File: config.mk
export PLATFORM = sky130hd
export DESIGN_NAME = regfile_dump
export DESIGN_NICKNAME = d
export VERILOG_FILES = /design/src/rtl/regfile_dump.sv
export SDC_FILE = /design/constraint.sdc
export NUM_CORES = 1
export LEC_CHECK = 0
export CORE_ASPECT_RATIO = 0.7
export CORE_UTILIZATION = 47
export DETAILED_ROUTE_END_ITERATION = 8
export PLACE_DENSITY = 0.89
export SETUP_SLACK_MARGIN = 0.4
export SYNTH_ARGS = -nofsm -noshare
export SYNTH_HDL_FRONTEND = slang
export SYNTH_SLANG_ARGS = --single-unit
export TNS_END_PERCENT = 1
File: constraint.sdc
create_clock -name clk -period 4 [get_ports clk]
set_input_delay 0.8 -clock clk [delete_from_list [all_inputs] [get_ports clk]]
set_output_delay 0.8 -clock clk [all_outputs]
set_load 0.05 [all_outputs]
File: src/rtl/regfile_dump.sv
// regfile_dump: sequential reader for the register file debug port.
//
// On a start pulse in IDLE it walks debug_addr over the inclusive range
// [range_lo, range_hi], captures each debug_data value and streams it out as
// one word per register on a valid/ready interface.
//
// Ports:
//   clk, reset          clock, asynchronous active-high reset
//   start, abort        dump request (IDLE only) / synchronous cancel
//   range_lo, range_hi  inclusive register range, sampled with start
//   busy, done          dump in progress / one-cycle completion pulse
//   debug_addr          registered address to the register file debug port
//   debug_data          raw register contents at debug_addr
//   out_valid/out_ready stream handshake
//   out_data, out_index captured value and its register number
//   out_last            marks the word for range_hi
`timescale 1ns/1ps
module regfile_dump #(
  parameter int DATA_WIDTH    = 16,
  parameter int REGADDR_WIDTH = 4,
  parameter int NUM_REGS      = 1 << REGADDR_WIDTH
) (
  input  logic                     clk,
  input  logic                     reset,
  input  logic                     start,
  input  logic                     abort,
  input  logic [REGADDR_WIDTH-1:0] range_lo,
  input  logic [REGADDR_WIDTH-1:0] range_hi,
  output logic                     busy,
  output logic                     done,
  output logic [REGADDR_WIDTH-1:0] debug_addr,
  input  logic [DATA_WIDTH-1:0]    debug_data,
  output logic                     out_valid,
  input  logic                     out_ready,
  output logic [DATA_WIDTH-1:0]    out_data,
  output logic [REGADDR_WIDTH-1:0] out_index,
  output logic                     out_last
);

  localparam logic [REGADDR_WIDTH-1:0] MAX_IDX = REGADDR_WIDTH'(NUM_REGS - 1);

  typedef enum logic [1:0] {IDLE, FETCH, SEND} state_t;

  state_t                     state;
  logic [REGADDR_WIDTH-1:0]   hi_q;
  logic [REGADDR_WIDTH-1:0]   lo_c, hi_c;

  // Bounds past the last register are pulled back onto it.
  always_comb begin
    lo_c = range_lo;
    hi_c = range_hi;
    if (int'(range_lo) >= NUM_REGS) lo_c = MAX_IDX;
    if (int'(range_hi) >= NUM_REGS) hi_c = MAX_IDX;
  end

  always_ff @(posedge clk or posedge reset) begin
    if (reset) begin
      state      <= IDLE;
      hi_q       <= '0;
      busy       <= 1'b0;
      done       <= 1'b0;
      debug_addr <= '0;
      out_valid  <= 1'b0;
      out_data   <= '0;
      out_index  <= '0;
      out_last   <= 1'b0;
    end else begin
      done <= 1'b0;
      case (state)
        IDLE: begin
          if (start) begin
            if (lo_c <= hi_c) begin
              hi_q       <= hi_c;
              debug_addr <= lo_c;
              busy       <= 1'b1;
              state      <= FETCH;
            end else begin
              // Empty range: nothing to stream, just report completion.
              done <= 1'b1;
            end
          end
        end
        FETCH: begin
          if (abort) begin
            out_valid <= 1'b0;
            busy      <= 1'b0;
            state     <= IDLE;
          end else begin
            // debug_data settles during FETCH for the address set last edge.
            out_data  <= debug_data;
            out_index <= debug_addr;
            out_last  <= (debug_addr == hi_q);
            out_valid <= 1'b1;
            state     <= SEND;
          end
        end
        SEND: begin
          // Abort wins over a same-cycle handshake; that word is dropped.
          if (abort) begin
            out_valid <= 1'b0;
            busy      <= 1'b0;
            state     <= IDLE;
          end else if (out_ready) begin
            out_valid <= 1'b0;
            if (out_last) begin
              busy  <= 1'b0;
              done  <= 1'b1;
              state <= IDLE;
            end else begin
              // Not last implies debug_addr < hi_q, so this never wraps.
              debug_addr <= debug_addr + 1'b1;
              state      <= FETCH;
            end
          end
        end
        default: begin
          out_valid <= 1'b0;
          busy      <= 1'b0;
          state     <= IDLE;
        end
      endcase
    end
  end

endmodule

==> metrics.csv <==
metric,value,unit
"Area growth, synth to finish",43.6,%
Worst-Margin Slew,0.524,ns
TritonCTS buffer count,5,
Clock transition at path regs,0.07,ns
hold crit path type,reg -> reg,
slowest cell delay on critical path,0.48,ns
CTS root buf,clkbuf_8,
Routed WL,3120,um
Worst Hold Depth,1,
DRT Pass-1 Iters,6,
syn avg cell area,12.4,um2
Clock Tree Buf Depth,2,
Ys Warns,0,
CP Cell Sequence,clkdlybuf4s50_1 -> inv_1 -> ha_1 -> nor2b_1 -> o211ai_1 -> a21boi_1 -> nor2_2 -> mux2_1,
NumNets Final,223,
Post-CTS Hold Buffers,0,
Worst Setup End Kind,register,
# IOs,57,
Worst R2R End,debug_addr[0],
Hold Path Sink,out_data[9],
fin cells,227,
Critical Path Source Type,input port,
"flops & latches, synth",34,
Power Density,833,nW/um2
setup TNS,0,ns
CTS sink count,34,
routed len/inst,13.8,um
port buffer count,56,
Initial Util,49.7,%
Netlist cell types,34,
worst r2r src,state[0],
"commonest cells after routing, fill and taps aside","clkdlybuf4s50_1 (56), dfrtp_1 (34), mux2_2 (13), mux2_1 (11), inv_1 (9)",
"EDFF count, synth",0,
Rows,17,
worst-path maximum fanout,4,
reg2reg setup slack,2.22,ns
Lkg Pwr,0.970,nW
initial antenna violation count,0,
CP max-delay cell,clkdlybuf4s50_1,
GP Congestion,0.803,
# DRC,8,
async set-or-reset flop fraction in the synthesized netlist,100,%
Die Width,71.2,um
Post-Syn Area,1580,um2
Post-CTS Setup Inserts,0,
Max Freq,397,MHz
GRT Util Overall,20.0,%
die area,3590,um2
DRT iter0 DRCs,40,
Final Total Pwr,1.88,mW
"most common cell after layout, fill and taps aside",clkdlybuf4s50_1,
vias in the first global route,1170,
Final Util,71.4,%
final setup fails,0,
sequential-to-total area share from yosys stat,54.0,%
die height,50.4,um
Max-cap violations,0,
final hold vios,0,
Post-synth top flop,dfrtp_1,
RSZ-0062 raised after global routing,false,
Ant. Diodes,0,
Post-Syn Nets,161,
kind of critical path,in -> reg,
critical path arrival,2.69,ns
VDD IR max,377,uV
HP Start,out_data[9],
Required @ worst endpoint,4.17,ns
Worst Skew,0.00665,ns
dpl ws,1.15,ns
Post-Place Cells,220,
TritonCTS clock tree,done,
HPWL Detailed,2370,um
post-cts sizing count,0,
failing checks,design-rule violations,
CORE AREA,3170,um2
Slew headroom,64.9,%
largest net degree at the start of global routing,35,
Detail Route Antenna Nets,0,
final setup margin,1.48,ns
status,finished with violations,
CTS H-tree depth,2,
Cells after Synth,127,
reg2reg path depth,5,
Period minus WS final,2.52,ns
first-pass GRT wire length,5320,um
clk_lat worst skew,0.28,ns
Via density,5.20,
Pins Over Slew Limit,0,
grt total ovfl,0,
period utilization,63.0,%
routed via count,1181,
layout cells sized above 1,15.9,%
stage by stage:
| stage | hold WS, ns | instance area (um2) |
|---|---|---|
| floorplan | 0.478 | 1580 |
| global placement | 0.466 | 2180 |
| detailed placement | 0.478 | 2180 |
| CTS | 0.493 | 2260 |
| global route | 0.509 | 2260 |
| finish | 0.485 | 2260 |
sequential cells by signal, summed over array words and instances, names as in the netlist:
signal      count
out_last        1
state           2
debug_addr      4
out_index       4
done            1
out_valid       1
hi_q            4
busy            1
out_data       16
metal layers:
metal / GRT usage, % / wire, um / vias to the layer above
met4: 12.3 / 78 / 0
met5: 0 / 0 / -
met1: 24.8 / 1430 / 549
li1: - / - / 571
met2: 31.0 / 1330 / 52
met3: 6.02 / 289 / 9
cells by family (layout without fill, tap and decap cells):
group,Yosys count,after routing,share of synthesized area (%)
XOR/XNOR,4,4,2.22
multiplexers,25,25,17.8
adder cells (fa/ha/maj),5,5,3.97
AO/OA/AOI/OAI,25,25,10.7
AND/OR/NAND/NOR,22,22,8.18
buffers and inverters,12,74,3.10
flip-flops,34,34,54.0
cell type report:
type / count / area, um2
well taps: 38 / 47.5
fillers: 211 / 907
flip-flops and latches: 34 / 851
clock buffers: 5 / 68.8
multi-input cells: 81 / 676
clock inverters: 2 / 10.0
inverters: 9 / 33.8
repair buffers: 58 / 576
worst max path at each step:
stage | endpoint | startpoint | slack (ns)
finish | hi_q[1] | range_hi[1] | 1.48
global route | hi_q[0] | range_hi[1] | 1.32
CTS | hi_q[1] | range_hi[1] | 1.46
detailed placement | hi_q[1] | range_hi[1] | 1.15
global placement | hi_q[3] | range_hi[1] | 1.23
floorplan | hi_q[0] | range_hi[1] | 1.80
cells in the mapped netlist (2+ instances only):
library cell / n / area [um2]
xor2_1: 4 / 35.0
nor2_1: 2 / 7.51
dfrtp_1: 34 / 851
ha_1: 5 / 62.6
mux2_2: 13 / 146
mux2_1: 11 / 124
o21ai_0: 3 / 15.0
o21ai_1: 5 / 25.0
nand2b_1: 4 / 25.0
inv_1: 9 / 33.8
nor2_2: 2 / 12.5
nor2b_1: 3 / 18.8
a21oi_2: 2 / 17.5
a21oi_1: 5 / 25.0
buf_2: 3 / 15.0
nand2_1: 4 / 15.0
power breakdown:
group          total (mW)  switching [mW]  internal, mW
Clock               0.232           0.116         0.116
Sequential          0.607           0.110         0.497
Combinational        1.04           0.655         0.389
critical path, delay by kind of cell:
kind / cells / cell delay, ns
and+or+nand+nor: 2 / 0.35
muxes: 1 / 0.35
AOI/OAI and AO/OA: 2 / 0.38
buffers and inverters: 2 / 0.53
adders and majority gates: 1 / 0.27
(Power assumes the default switching activity.)
